--- src/rtl/reg_read_port.sv ---
// rtl/reg_read_port.sv - queued register read port: captures src[rd_sel] into a FIFO, head on dout.
// Optional READ_PARITY_EN adds dout_par, the XOR of the head data, computed at capture time.
module reg_read_port #(
   parameter int WIDTH = 16,
   parameter int DEPTH = 4
) (
   input  logic                     clk,
   input  logic                     rst,
   input  logic [WIDTH-1:0]         src0,
   input  logic [WIDTH-1:0]         src1,
   input  logic [WIDTH-1:0]         src2,
   input  logic [WIDTH-1:0]         src3,
   input  logic                     rd_req,
   input  logic [1:0]               rd_sel,
   output logic                     req_ready,
   output logic [WIDTH-1:0]         dout,
   output logic [1:0]               dout_tag,
   output logic                     dout_valid,
   input  logic                     dout_ready,
   output logic [$clog2(DEPTH):0]   count,
`ifdef READ_PARITY_EN
   output logic                     dout_par,
`endif
   output logic                     ovf_err
);

   localparam int AW = $clog2(DEPTH);
   localparam int CW = AW + 1;
   localparam logic [CW-1:0] FULL_CNT = CW'(DEPTH);

   logic [WIDTH-1:0] mem_q [DEPTH];
   logic [WIDTH-1:0] mem_d [DEPTH];
   logic [1:0]       tag_q [DEPTH];
   logic [1:0]       tag_d [DEPTH];
   logic [AW-1:0]    wr_ptr_q, wr_ptr_d;
   logic [AW-1:0]    rd_ptr_q, rd_ptr_d;
   logic [CW-1:0]    count_q, count_d;
   logic             ovf_q, ovf_d;
   logic [WIDTH-1:0] dout_q, dout_d;
   logic [1:0]       dout_tag_q, dout_tag_d;
   logic [WIDTH-1:0] src_sel;
   logic             push;
   logic             pop;
`ifdef READ_PARITY_EN
   logic             par_q [DEPTH];
   logic             par_d [DEPTH];
   logic             dout_par_q, dout_par_d;
`endif

   assign req_ready  = (count_q < FULL_CNT);
   assign dout_valid = (count_q != '0);
   assign push       = rd_req & req_ready;
   assign pop        = dout_valid & dout_ready;

   always_comb begin
      src_sel = src0;
      case (rd_sel)
         2'd0: src_sel = src0;
         2'd1: src_sel = src1;
         2'd2: src_sel = src2;
         2'd3: src_sel = src3;
         default: src_sel = src0;
      endcase
   end

   always_comb begin
      mem_d      = mem_q;
      tag_d      = tag_q;
      wr_ptr_d   = wr_ptr_q;
      rd_ptr_d   = rd_ptr_q;
      count_d    = count_q;
      ovf_d      = ovf_q | (rd_req & ~req_ready);
      dout_d     = dout_q;
      dout_tag_d = dout_tag_q;
`ifdef READ_PARITY_EN
      par_d      = par_q;
      dout_par_d = dout_par_q;
`endif
      if (push) begin
         mem_d[wr_ptr_q] = src_sel;
         tag_d[wr_ptr_q] = rd_sel;
`ifdef READ_PARITY_EN
         par_d[wr_ptr_q] = ^src_sel;
`endif
         wr_ptr_d = wr_ptr_q + AW'(1);
      end
      if (pop) begin
         rd_ptr_d = rd_ptr_q + AW'(1);
      end
      case ({push, pop})
         2'b10:   count_d = count_q + CW'(1);
         2'b01:   count_d = count_q - CW'(1);
         default: count_d = count_q;
      endcase
      // Preload the head of the post-update queue so dout is a plain flop; hold when empty.
      if (count_d != '0) begin
         dout_d     = mem_d[rd_ptr_d];
         dout_tag_d = tag_d[rd_ptr_d];
`ifdef READ_PARITY_EN
         dout_par_d = par_d[rd_ptr_d];
`endif
      end
   end

   always_ff @(posedge clk) begin
      if (rst) begin
         for (int i = 0; i < DEPTH; i++) begin
            mem_q[i] <= '0;
            tag_q[i] <= '0;
`ifdef READ_PARITY_EN
            par_q[i] <= 1'b0;
`endif
         end
         wr_ptr_q   <= '0;
         rd_ptr_q   <= '0;
         count_q    <= '0;
         ovf_q      <= 1'b0;
         dout_q     <= '0;
         dout_tag_q <= '0;
`ifdef READ_PARITY_EN
         dout_par_q <= 1'b0;
`endif
      end else begin
         mem_q      <= mem_d;
         tag_q      <= tag_d;
`ifdef READ_PARITY_EN
         par_q      <= par_d;
         dout_par_q <= dout_par_d;
`endif
         wr_ptr_q   <= wr_ptr_d;
         rd_ptr_q   <= rd_ptr_d;
         count_q    <= count_d;
         ovf_q      <= ovf_d;
         dout_q     <= dout_d;
         dout_tag_q <= dout_tag_d;
      end
   end

   assign dout     = dout_q;
   assign dout_tag = dout_tag_q;
   assign count    = count_q;
   assign ovf_err  = ovf_q;
`ifdef READ_PARITY_EN
   assign dout_par = dout_par_q;
`endif

endmodule
--- config.mk ---
export PLATFORM = sky130hd
export DESIGN_NAME = reg_read_port
export DESIGN_NICKNAME = d
export VERILOG_FILES = /design/src/rtl/reg_read_port.sv
export SDC_FILE = /design/constraint.sdc
export NUM_CORES = 1
export LEC_CHECK = 0
export ABC_AREA = 0
export CORE_MARGIN = 3
export CORE_UTILIZATION = 30
export CTS_BUF_LIST = sky130_fd_sc_hd__clkbuf_16
export DETAILED_ROUTE_END_ITERATION = 12
export SLEW_MARGIN = 20
export SYNTH_ARGS = -nofsm -noshare
export SYNTH_HDL_FRONTEND = slang
export SYNTH_SLANG_ARGS = --single-unit
--- constraint.sdc ---
create_clock -name clk -period 3.6 [get_ports clk]
set_input_delay 0.36 -clock clk [delete_from_list [all_inputs] [get_ports clk]]
set_output_delay 0.36 -clock clk [all_outputs]
set_load 0.01 [all_outputs]
=== After elaboration in Yosys (flattened, before gate mapping) ===
Index checks and enable logic that the tools add are counted.

* Flip-flop bits (word level): 98
* Bits in latches: 0
* Memory bits (writable): 0
* Memory bits (read-only): 0
* Output and inout port bits: 24
* Memories: 0

* Add/subtract/negate cells: 4
* $mul: 0
* Div/mod/pow operators: 0
* $lt $le $gt $ge: 4
* Equal/unequal tests: 5
* Shifts and indexed selects: 0
* Multiplexer cells: 17
* Bitwise operators: 7
* Reduce and logical (&&, ||, !) cells: 4

{| class="wikitable"
|+ Operators with widths
! cell !! count
|-
| $bwmux W64 || 1
|-
| $mux W64 || 1
|-
| $pmux W16 S4 || 1
|-
| $mux W16 || 3
|-
| $bmux W16 S2 || 1
|-
| $demux W16 S2 || 1
|-
| $bwmux W8 || 1
|-
| $mux W2 || 4
|-
| $mux W8 || 1
|-
| $eq A2 B2 Y1 const B || 3
|-
| $ge A3 B3 Y1 const B || 2
|-
| $not A2 Y3 || 2
|-
| $pmux W3 S2 || 1
|-
| $reduce_bool A3 Y1 || 2
|-
| $add A2 B1 Y2 const B || 2
|-
| $bmux W2 S2 || 1
|-
| $demux W2 S2 || 1
|-
| $eq A2 B1 Y1 const B || 2
|-
| $add A3 B1 Y3 const B || 1
|-
| $and A1 B1 Y1 || 3
|-
| $lt A3 B1 Y1 const B || 1
|-
| $lt A3 B3 Y1 const B || 1
|-
| $sub A3 B1 Y3 const B || 1
|-
| $logic_not A2 Y1 || 1
|-
| other kinds (3) || 3
|}

=== Longest topological paths before layout ===
Gate-level depths: netlist (run 1).

* Depth in word-level cells: 10
* Mapped depth: 11
* Depth with buffers taken out: 10

=== Least setup slack after synthesis (run 1) ===
Ideal clock, no wire load.

* Kind: register to register
* Start: register count_q[2], in the netlist count[2]
* End: register dout_q[14], in the netlist dout[14]
* Library setup time: 70 ps
* Arrival time: 2493 ps
* Data required time: 3530 ps
* Path slack: 1037 ps
* Cell stages (with the launch flop): 12
* Buffers on the path: 1
* Clock period less this slack: 2563 ps
* Cell sequence: dfxtp_1 and2b_4 inv_1 ha_1 inv_1 fa_1 xnor2_1 mux2i_1 nand2_2 nor2_4 buf_4 o2bb2ai_1

* Cells in the longest elaborated chain, start to end: 7

{| class="wikitable"
|+ Ends and longest elaborated chain
! what !! line !! source
|-
| start: declaration || 37 || <nowiki>logic [CW-1:0] count_q, count_d;</nowiki>
|-
| start signal: assignment || 132 || <nowiki>count_q <= count_d;</nowiki>
|-
| parallel branches: the longest is 7 deep, another holds $lt A3 B3 Y1 || - ||
|-
| end signal: assignment || 134 || <nowiki>dout_q <= dout_d;</nowiki>
|-
| end: declaration || 39 || <nowiki>logic [WIDTH-1:0] dout_q, dout_d;</nowiki>
|}

Parallel ways; which one is timed is not known. The select of a mux whose other input is x is not followed.
A chain may end at the register's enable or synchronous reset.

=== Worst setup path in the final report (run 1) ===
* Start: input port rd_req
* End: register dout_q[15], in the netlist dout[15]

* Cells in the longest elaborated chain, start to end: 5

{| class="wikitable"
|+ Ends and longest elaborated chain
! what !! line !! source
|-
| start: declaration || 13 || <nowiki>input logic rd_req,</nowiki>
|-
| $and A1 B1 Y1 * || 52 || <nowiki>assign push = rd_req & req_ready;</nowiki>
|-
| $mux W64 || 79 || <nowiki>if (push) begin</nowiki>
|-
| $bmux W16 S2 || 97 || <nowiki>dout_d = mem_d[rd_ptr_d];</nowiki>
|-
| $mux W16 (not written as such) (2 in a row) || 97 ||
|}

Mark *: on every way between the ends. The rest lies on a longest branch, timed or not. The select of a mux whose other input is x is not followed.

==> summary.txt, run 1 <==
Floorplanning
  – Die H: between 100 and 150 um
  – Die X: between 100 and 150 um
  – Core area: 15260 um^2
  – Die ar.: approximately 17000 um^2
  – Initial Util: 30.87%
  – IO Count: between 90 and 100
  – Core Rows: 45

Worst setup path
  – Critical Path End: dout[15]$_SDFFE_PP0P_
  – Crit start category: primary input
  – Critical Path RT: 3.88 ns
  – Reg2reg start: count[2]$_SDFF_PP0_
  – Arr. time, crit path: 3.62 ns
  – CP Capture Type: flip-flop
  – R2r setup slk: around 0.27 ns
  – CP Class: in -> reg
  – Worst r2r dst: dout[15]$_SDFFE_PP0P_
  – CP startpoint: rd_req
  – R2R depth: 10
  – CP max FO: 17

Status
  – Status: completed

Power and ir drop
  – Final Power: 0.003899 W
  – Clock share of power: ~23%
  – Pint: around 0.0025 W
  – Peak VDD IR: 0.2580 mV
  – P_sw: 0.001441 W
  – Comb power frac: 42.2%
  – Cell Pwr Density: 640.9 nW/um^2
  – Net Sw Frac: 36.95%
  – Leakage power: about 2.2 nW
  – Sequential share of power: 34.9%

Global route
  – Largest net degree at the start of global routing: 47
  – GRT Util Overall: between 10% and 20%
  – Initial antenna violation count: 0
  – Global-route wire length before repair: ~22000 um
  – Number of global-route vias before repair: between 4k and 5k
  – Grt total ovfl: 0

Logic synthesis
  – Yosys reg bits: 98
  – Syn Nets: 571
  – Post-synthesis area per instance: roughly 9.5 um^2
  – Synth Area in XOR/XNOR: under 10%
  – Syn. warnings: 0
  – Primary FF master, synth: dfxtp_1
  – Synth cell types: slightly above 40
  – Mapped Cells: just under 500
  – Post-synthesis simple-gate area fraction: around 16%
  – Adder-cell share of the synthesized area: roughly 1.8%
  – Post-synth EDFFs: 0
  – Yosys top cell area share: 41.65%
  – Top post-synthesis cells by area: dfxtp_1, mux4_2, mux2_2, nand2_1, a21oi_1
  – Compound-Gate Fraction of Synth Area: 18.17%
  – Largest family of logic cells by synthesized area: compound AO/OA/AOI/OAI gates
  – Post-synthesis mux area share: approximately 17%
  – Post-Syn Area: between 4000 and 5000 um^2
  – Post-synthesis sequential area ratio: a little over two fifths
  – Fraction of registers with async set or reset after synthesis: 0%
  – Area leader, netlist: dfxtp_1

Layout
  – Final layout net count: around 650
  – Most common cell after layout, fill and taps aside: dfxtp_1
  – Final Util: about two fifths
  – Fillers: about 1.5k
  – Layout cell share with drive strength beyond 1: 13.84%
  – Layout area overhead: 29.14%
  – Commonest cells after routing, fill and taps aside: dfxtp_1, clkdlybuf4s50_1, nand2_1
  – Antenna cells: 0

Timing
  – Period utilization: around 93%
  – FMAX: 0.2989 GHz
  – Final setup fails: 0
  – Crit path time final: approximately 3.3 ns
  – Final Hold Vio Count: 0
  – RSZ-0062 raised after global routing: false
  – Worst-Margin Slew: a little over 1 ns
  – Worst rel slew slack: about 33%
  – Skew final: about 0.0060 ns
  – Slew Viols, Final: 0

Hold path
  – Hold crit path type: in -> reg

Route
  – Via count of the routed design: ~4.0k
  – Routed wire per std cell: 17.43 um
  – Residual DRC: 0
  – Wirelength, routed: between 10000 and 15000 um
  – DRT antenna net count: 0
  – DRT Pass-1 Iters: 5
  – Drt first-iter violations: roughly 300
  – Routed vias/inst: between 5 and 6

Place
  – Final Wtd Congestion: just over 0.8
  – Final HPWL from detailed placement: roughly 9000 um
  – # port buffers: 93

CTS
  – CTS buffer count: 9
  – Setup Buffers After CTS: 0
  – CTS Sinks: 98
  – CTS Hold Buffers Added: 0
  – CTS Buffer Depth: 2
  – Post-cts resize count: 0
  – Htree depth: 3
  – Clock latency on the worst-skew pair: between 0.3 and 0.4 ns
  – CTS tree: yes
  – Clk slew on worst S/H paths: ~0.07 ns
  – CTS Root Cell: clkbuf_16

Flow run
  – Max-Cap Viols: 0
worst max-delay path, cell delays in order:
cell and delay (ns):
clkdlybuf4s50_1 0.51, and2b_4 0.24, inv_1 0.06, ha_1 0.18, inv_1 0.07, fa_1 0.40
xnor2_1 0.27, mux2i_1 0.19, a21oi_2 0.83, o221ai_1 0.31, o2bb2ai_1 0.21
power by group through the flow:
stage	combinational (W)	clock (W)	sequential, W
detailed placement	0.00164	0	0.00138
global placement	0.00160	0	0.00138
floorplan	0.00109	0	0.00139
global route	0.00179	0.000965	0.00138
CTS	0.00165	0.000908	0.00136
finish	0.00165	0.000894	0.00136
synth_stat cells, types with 2 or more instances:
library cell  number
o221ai_1          16
buf_4              5
mux4_2            16
a21oi_1           58
and3b_1            3
buf_1              3
mux2i_1            6
o2111ai_1          4
o2bb2ai_1         16
a32oi_1           16
dfxtp_1           98
nand2_1           81
mux2_1             2
inv_1             10
buf_2             10
nand3b_1           3
xor2_1             3
mux2_2            30
xnor2_1            4
clkbuf_1          19
ha_1               5
nor2_1            31
or3_1              5
and2_1            33
a21oi_2            2
area by class of cell:
cell class	instances	area (um^2)	area share (%)
flip-flops and latches	98	1962	32.25
inverters	10	37.54	0.6170
multi-input cells	350	2541	41.77
well taps	211	264.0	4.340
repair buffers	104	1008	16.58
clock buffers	9	225.2	3.702
clock inverters	7	45.04	0.7404
metrics by stage:
stage | TNS [ns] | instance area (um^2) | cells | setup slack [ns] | hold slack [ns]
after floorplan | 0 | 4711 | 495 | 1.037 | 0.4320
after global placement | 0 | 5813 | 773 | 0.1112 | 0.4418
after detailed placement | -0.3766 | 5813 | 773 | -0.06430 | 0.4424
after CTS | 0 | 6083 | 789 | 0.2808 | 0.2878
after global routing | 0 | 6083 | 789 | 0.1011 | 0.3198
final | 0 | 6083 | 789 | 0.2547 | 0.2951
per-layer routing:
layer  up-vias  track usage (%)  wire, um
li1       1936                -         -
met1      1989            19.42      5858
met2       106            28.37      7082
met3        16            3.178       591
met4         0            5.426       224
met5         -                0         0
flip-flops by register name (all words and copies together), names as in the netlist:
register	count
dout_tag	2
dout	16
count	3
wr_ptr_q	2
ovf_err	1
tag_q	8
mem_q	64
rd_ptr_q	2
how the worst min path moves through the flow:
stage | start | cells past startpoint | slack, ns | to
after detailed placement | tag_q[0]$_SDFF_PP0_ | 2 | 0.44 | tag_q[0]$_SDFF_PP0_
after global routing | rst | 2 | 0.32 | wr_ptr_q[1]$_SDFFE_PP0N_
after CTS | rst | 2 | 0.29 | count[2]$_SDFF_PP0_
final | rst | 2 | 0.30 | count[2]$_SDFF_PP0_
after global placement | mem_q[34]$_SDFF_PP0_ | 2 | 0.44 | mem_q[34]$_SDFF_PP0_
after floorplan | tag_q[0]$_SDFF_PP0_ | 2 | 0.43 | tag_q[0]$_SDFF_PP0_
cell families (layout without fill, tap and decap cells):
kind of cell,after synthesis,count (layout)
adder cells (fa/ha/maj),6,6
AND/OR/NAND/NOR,163,163
buffers and inverters,47,130
AO/OA/AOI/OAI,120,120
flip-flops,98,98
multiplexers,54,54
XOR/XNOR,7,7
No activity file was read; power rests on OpenSTA's default activity.
==> run 2: changes to the inputs <==
--- a/config.mk
+++ b/config.mk
@@ -10,6 +10,7 @@
 export CORE_UTILIZATION = 30
 export CTS_BUF_LIST = sky130_fd_sc_hd__clkbuf_16
 export DETAILED_ROUTE_END_ITERATION = 12
+export GPL_TIMING_DRIVEN = 0
 export SLEW_MARGIN = 20
 export SYNTH_ARGS = -nofsm -noshare
 export SYNTH_HDL_FRONTEND = slang
==> run 2 against run 1 <==
Non-clock buffer count increased by 25. Fmax grew 7.7%. Utilization rose by 0.44 points. Routed wire length increased by 7.8%. Final area up 1.1%. First-iteration DRC count grew 15%. Register-to-register slack better by 0.26 ns. Setup slack improved by 0.24 ns. Largest power group unchanged. Total power is 1.2% higher.
==> summary.txt, run 2 (synthesized netlist as in run 1, its figures left out) <==
Status
  – Status: completed

Layout
  – Commonest cells after routing, fill and taps aside: dfxtp_1, clkdlybuf4s50_1, nand2_1
  – Layout area overhead: 30.57%
  – Multi-input gate area: around 2500 um^2
  – Final layout net count: 674
  – Max reg flops: 64
  – Layout cell share with drive strength beyond 1: between 10% and 20%
  – Register area: 1962 um^2
  – Most common cell after layout, fill and taps aside: dfxtp_1
  – Antenna cells: 0
  – Top reg by flops: mem_q
  – Fillers: about 1.5k

Floorplanning
  – Core Rows: 45
  – Core area: about 15000 um^2
  – Initial Util: 30.87%
  – Die X: roughly 130 um
  – Die ar.: 17240 um^2
  – Die H: about 130 um
  – IO Count: 94

Route
  – Residual DRC: 0
  – Drt first-iter violations: approximately 350
  – Routed wire per std cell: around 18 um
  – Routed vias/inst: approximately 5.1
  – DRT antenna net count: 0
  – DRT Pass-1 Iters: 5
  – Via count of the routed design: approximately 4.2k
  – Wirelength, routed: around 15000 um

Power and ir drop
  – Comb power frac: a little over two fifths
  – Cell Pwr Density: around 640 nW/um^2
  – Peak VDD IR: between 0.2 and 0.25 mV
  – Leakage power: about 2.2 nW
  – Clock share of power: 22.0%
  – Net Sw Frac: between 30% and 40%
  – Pint: 0.002477 W
  – Sequential share of power: between 30% and 40%
  – P_sw: ~0.0015 W

Timing
  – Crit path time final: between 3 and 4 ns
  – Fin Setup TNS: 0 ns
  – Slew Viols, Final: 0
  – Worst-Margin Slew: roughly 0.79 ns
  – Period utilization: a little under nine tenths
  – Final setup margin: 0.4947 ns
  – FMAX: between 0.3 and 0.4 GHz
  – Final Hold Vio Count: 0
  – Final setup fails: 0
  – Worst rel slew slack: 47.65%
  – RSZ-0062 raised after global routing: false
  – Skew final: between 0.004 and 0.005 ns

Worst setup path
  – R2r setup slk: 0.53 ns
  – CP max FO: 10
  – CP max stage cell: clkdlybuf4s50_1
  – Critical Path, Cell by Cell: clkdlybuf4s50_1 > and2b_4 > inv_1 > ha_1 > inv_1 > fa_1 > xnor2_1 > mux2i_1 > a21oi_2 > buf_2 > o221ai_1 > o2bb2ai_1
  – Crit start category: primary input
  – Most common cell on crit path: inv_1
  – WP buf/inv: 4
  – Critical Path RT: approximately 3.9 ns
  – CP Capture Type: flip-flop
  – CP Class: in -> reg
  – Crit-path leading delay family: buffers and inverters
  – Arr. time, crit path: between 3 and 4 ns
  – CP max stage delay: 0.52 ns

Global route
  – Global-route wire length before repair: 23090 um
  – Number of global-route vias before repair: between 4k and 5k
  – Grt total ovfl: 0
  – GRT Util Overall: around 17%
  – Initial antenna violation count: 0
  – Largest net degree at the start of global routing: 15

CTS
  – CTS buffer count: 9
  – CTS Hold Buffers Added: 0
  – Post-cts resize count: 0
  – Setup Buffers After CTS: 0
  – Clock latency on the worst-skew pair: 0.35 ns
  – Htree depth: 3
  – CTS Sinks: 98
  – CTS Buffer Depth: 2
  – CTS tree: yes
  – Clk slew on worst S/H paths: 0.06 ns
  – CTS Root Cell: clkbuf_16

Place
  – Final Wtd Congestion: approximately 0.86
  – Post-place setup slack: around 0.14 ns
  – # port buffers: roughly 90
  – Final HPWL from detailed placement: around 11000 um

Flow run
  – Max-Cap Viols: 0

Hold path
  – Hold crit path type: reg -> reg
-- run 2: worst paths after layout --
check | start | to | cells past startpoint
setup / recovery | rd_req | dout[12]$_SDFFE_PP0P_ | 12
hold / removal | mem_q[39]$_SDFF_PP0_ | mem_q[39]$_SDFF_PP0_ | 2
setup reg to reg | count[2]$_SDFF_PP0_ | dout[12]$_SDFFE_PP0P_ | 11
hold reg to reg | mem_q[39]$_SDFF_PP0_ | mem_q[39]$_SDFF_PP0_ | 2
-- run 2: per-layer routing --
layer  wire (um)  GRT usage, %
met1        6643         22.04
met5           0             0
met4         264         5.426
met2        7177         28.31
met3         742         3.599
-- run 2: cell type report --
| type | instances | area share, % |
|---|---|---|
| Tap cell | 211 | 4.292 |
| Clock buffer | 9 | 3.662 |
| Timing Repair Buffer | 92 | 14.97 |
| Buffer | 37 | 2.766 |
| Multi-Input combinational cell | 350 | 41.31 |
| Sequential cell | 98 | 31.90 |
| Clock inverter | 7 | 0.4882 |
| Inverter | 10 | 0.6103 |
-- run 2: stage by stage --
step / area, um^2 / std cells / util [%] / hold slack (ns) / total power (W)
floorplan: 4711 / 495 / - / 0.4320 / 0.002472
global placement: 5896 / 798 / 38.64 / 0.4417 / 0.003068
detailed placement: 5896 / 798 / 38.64 / 0.4482 / 0.003099
CTS: 6151 / 814 / 40.31 / 0.4576 / 0.003964
global route: 6151 / 814 / 40.31 / 0.4719 / 0.004179
finish: 6151 / 814 / 40.31 / 0.4571 / 0.003947
-- run 2: worst reg2reg max path: stages, from the launching register on --
cell	delay [ns]
dfxtp_1	0.48
and2b_4	0.26
inv_1	0.06
ha_1	0.17
inv_1	0.06
fa_1	0.38
xnor2_1	0.26
mux2i_1	0.21
a21oi_2	0.43
buf_2	0.33
o221ai_1	0.18
o2bb2ai_1	0.17
-- run 2: power groups by stage --
stage / logic, W / clock network [W] / registers (W)
floorplan: 0.00109 / 0 / 0.00139
global placement: 0.00170 / 0 / 0.00137
detailed placement: 0.00172 / 0 / 0.00138
CTS: 0.00173 / 0.000876 / 0.00135
global route: 0.00188 / 0.000924 / 0.00138
finish: 0.00172 / 0.000869 / 0.00135
==> run 3: changes to the inputs <==
--- a/config.mk
+++ b/config.mk
@@ -7,7 +7,7 @@
 export LEC_CHECK = 0
 export ABC_AREA = 0
 export CORE_MARGIN = 3
-export CORE_UTILIZATION = 30
+export CORE_UTILIZATION = 40
 export CTS_BUF_LIST = sky130_fd_sc_hd__clkbuf_16
 export DETAILED_ROUTE_END_ITERATION = 12
 export GPL_TIMING_DRIVEN = 0
==> run 3 against run 2 <==
Die area down 24%. Hold slack better by 0.0027 ns. Routed wire length down 8.8%. Utilization up 13 points. Via count about the same. Clock skew up 0.0027 ns. Largest power group unchanged. Largest cell class unchanged. Fmax down 1.9%. Total power up 5.2%. Sequential power about the same.
==> summary.txt, run 3 (synthesized netlist as in run 1, its figures left out) <==
CTS
  – CTS tree: yes
  – CTS Buffer Depth: 2
  – CTS Sinks: 98
  – CTS Hold Buffers Added: 0
  – Clk slew on worst S/H paths: roughly 0.06 ns
  – CTS Root Cell: clkbuf_16
  – Clock latency on the worst-skew pair: between 0.3 and 0.4 ns
  – Htree depth: 3
  – CTS buffer count: 9
  – Setup Buffers After CTS: 0
  – Post-cts resize count: 0

Worst setup path
  – CP max FO: 10
  – Arr. time, crit path: 3.43 ns
  – CP startpoint: rd_req
  – Crit start category: primary input
  – CP Class: in -> reg
  – R2R depth: 11
  – Critical Path End: dout[12]$_SDFFE_PP0P_
  – R2r setup slk: between 0.4 and 0.5 ns
  – CP Capture Type: flip-flop
  – Critical Path RT: 3.87 ns
  – Reg2reg start: count[2]$_SDFF_PP0_
  – Worst r2r dst: dout[12]$_SDFFE_PP0P_

Route
  – DRT antenna net count: 0
  – Routed vias/inst: about 5.6
  – Drt first-iter violations: approximately 270
  – DRT Pass-1 Iters: 5
  – Via count of the routed design: 4167
  – Residual DRC: 0
  – Wirelength, routed: ~14000 um
  – Routed wire per std cell: approximately 18 um

Global route
  – Number of global-route vias before repair: 4090
  – Largest net degree at the start of global routing: 16
  – Global-route wire length before repair: 21670 um
  – Grt total ovfl: 0
  – GRT Util Overall: between 20 and 25%
  – Initial antenna violation count: 0

Layout
  – Layout area overhead: 30.44%
  – Commonest cells after routing, fill and taps aside: dfxtp_1, clkdlybuf4s50_1, nand2_1
  – Final layout net count: slightly below 700
  – Finished Layout Cells: around 750
  – Max reg flops: 64
  – Final Util: 53.58%
  – Top reg by flops: mem_q
  – Fillers: ~1.1k
  – Most common cell after layout, fill and taps aside: dfxtp_1
  – Antenna cells: 0
  – Layout cell share with drive strength beyond 1: between 10% and 20%

Timing
  – Worst-Margin Slew: 0.7082 ns
  – Final setup margin: ~0.44 ns
  – FMAX: around 0.32 GHz
  – Worst rel slew slack: a little over half
  – Final setup fails: 0
  – Final Hold Slack: roughly 0.46 ns
  – Skew final: about 0.0076 ns
  – Final Hold Vio Count: 0
  – RSZ-0062 raised after global routing: false
  – Slew Viols, Final: 0
  – Period utilization: just under 90%
  – Fin Setup TNS: 0 ns
  – Crit path time final: roughly 3.2 ns

Hold path
  – Hold Path Depth: 2
  – Hold crit path type: reg -> reg

Floorplanning
  – Die ar.: 13110 um^2
  – Core Rows: 39
  – Initial Util: 41.08%
  – Die H: around 110 um
  – Core area: ~11000 um^2
  – IO Count: 94
  – Die X: 114.5 um

Flow run
  – Max-Cap Viols: 0

Power and ir drop
  – Peak VDD IR: 0.3787 mV
  – Cell Pwr Density: about 680 nW/um^2
  – Leakage power: 2.223 nW

Status
  – Status: completed

Place
  – Final HPWL from detailed placement: just over 10000 um
  – Final Wtd Congestion: 0.8136
  – Placed Instances: 730
  – Post-place setup slack: between 0.1 and 0.15 ns
  – # port buffers: 92
-- run 3: cell types whose count changed in the layout (fill, tap and decap cells not counted) --
cell,before,now
clkinv_2,3,0
bufinv_16,0,3
clkinvlp_4,0,1
clkinv_1,1,2
inv_1,13,11
-- run 3: worst min-delay path by stage --
stage | from | end | slack [ns]
final | mem_q[39]$_SDFF_PP0_ | mem_q[39]$_SDFF_PP0_ | 0.46
after global routing | mem_q[45]$_SDFF_PP0_ | mem_q[45]$_SDFF_PP0_ | 0.48
after CTS | tag_q[1]$_SDFF_PP0_ | tag_q[1]$_SDFF_PP0_ | 0.46
after detailed placement | dout[4]$_SDFFE_PP0P_ | dout[4]$_SDFFE_PP0P_ | 0.45
after global placement | tag_q[0]$_SDFF_PP0_ | tag_q[0]$_SDFF_PP0_ | 0.44
after floorplan | tag_q[0]$_SDFF_PP0_ | tag_q[0]$_SDFF_PP0_ | 0.43
-- run 3: metal layers --
metal,share of wire (%),global-route usage (%),up-vias
li1,-,-,1991
met2,44,31.43,166
met4,1.9,9.422,0
met1,47,30.84,1984
met5,0,0,-
met3,6.6,3.858,26
-- run 3: per-stage QoR --
stage,power (W),cell area [um^2]
finish,0.004152,6145
floorplan,0.002472,4711
global placement,0.003062,5811
global route,0.004405,6145
CTS,0.004170,6145
detailed placement,0.003082,5811
-- run 3: power breakdown --
group | internal (W) | switching (W)
Clock | 0.000672 | 0.000412
Combinational | 0.000772 | 0.000944
Sequential | 0.00125 | 0.000102
-- run 3: worst max-delay path, cell delays in order --
cell             delay [ns]
clkdlybuf4s50_1        0.51
and2b_4                0.25
inv_1                  0.05
ha_1                   0.18
inv_1                  0.07
fa_1                   0.38
xnor2_1                0.27
mux2i_1                0.21
a21oi_2                0.46
buf_2                  0.32
o221ai_1               0.19
o2bb2ai_1              0.18
-- run 3: area by class of cell --
class / count / area [um^2] / area share, %
inverters: 10 / 37.54 / 0.6109
clock buffers: 9 / 225.2 / 3.665
clock inverters: 7 / 108.9 / 1.772
plain buffers: 37 / 170.2 / 2.769
repair buffers: 92 / 920.9 / 14.99
flip-flops and latches: 98 / 1962 / 31.93
multi-input cells: 350 / 2541 / 41.36
well taps: 143 / 178.9 / 2.912
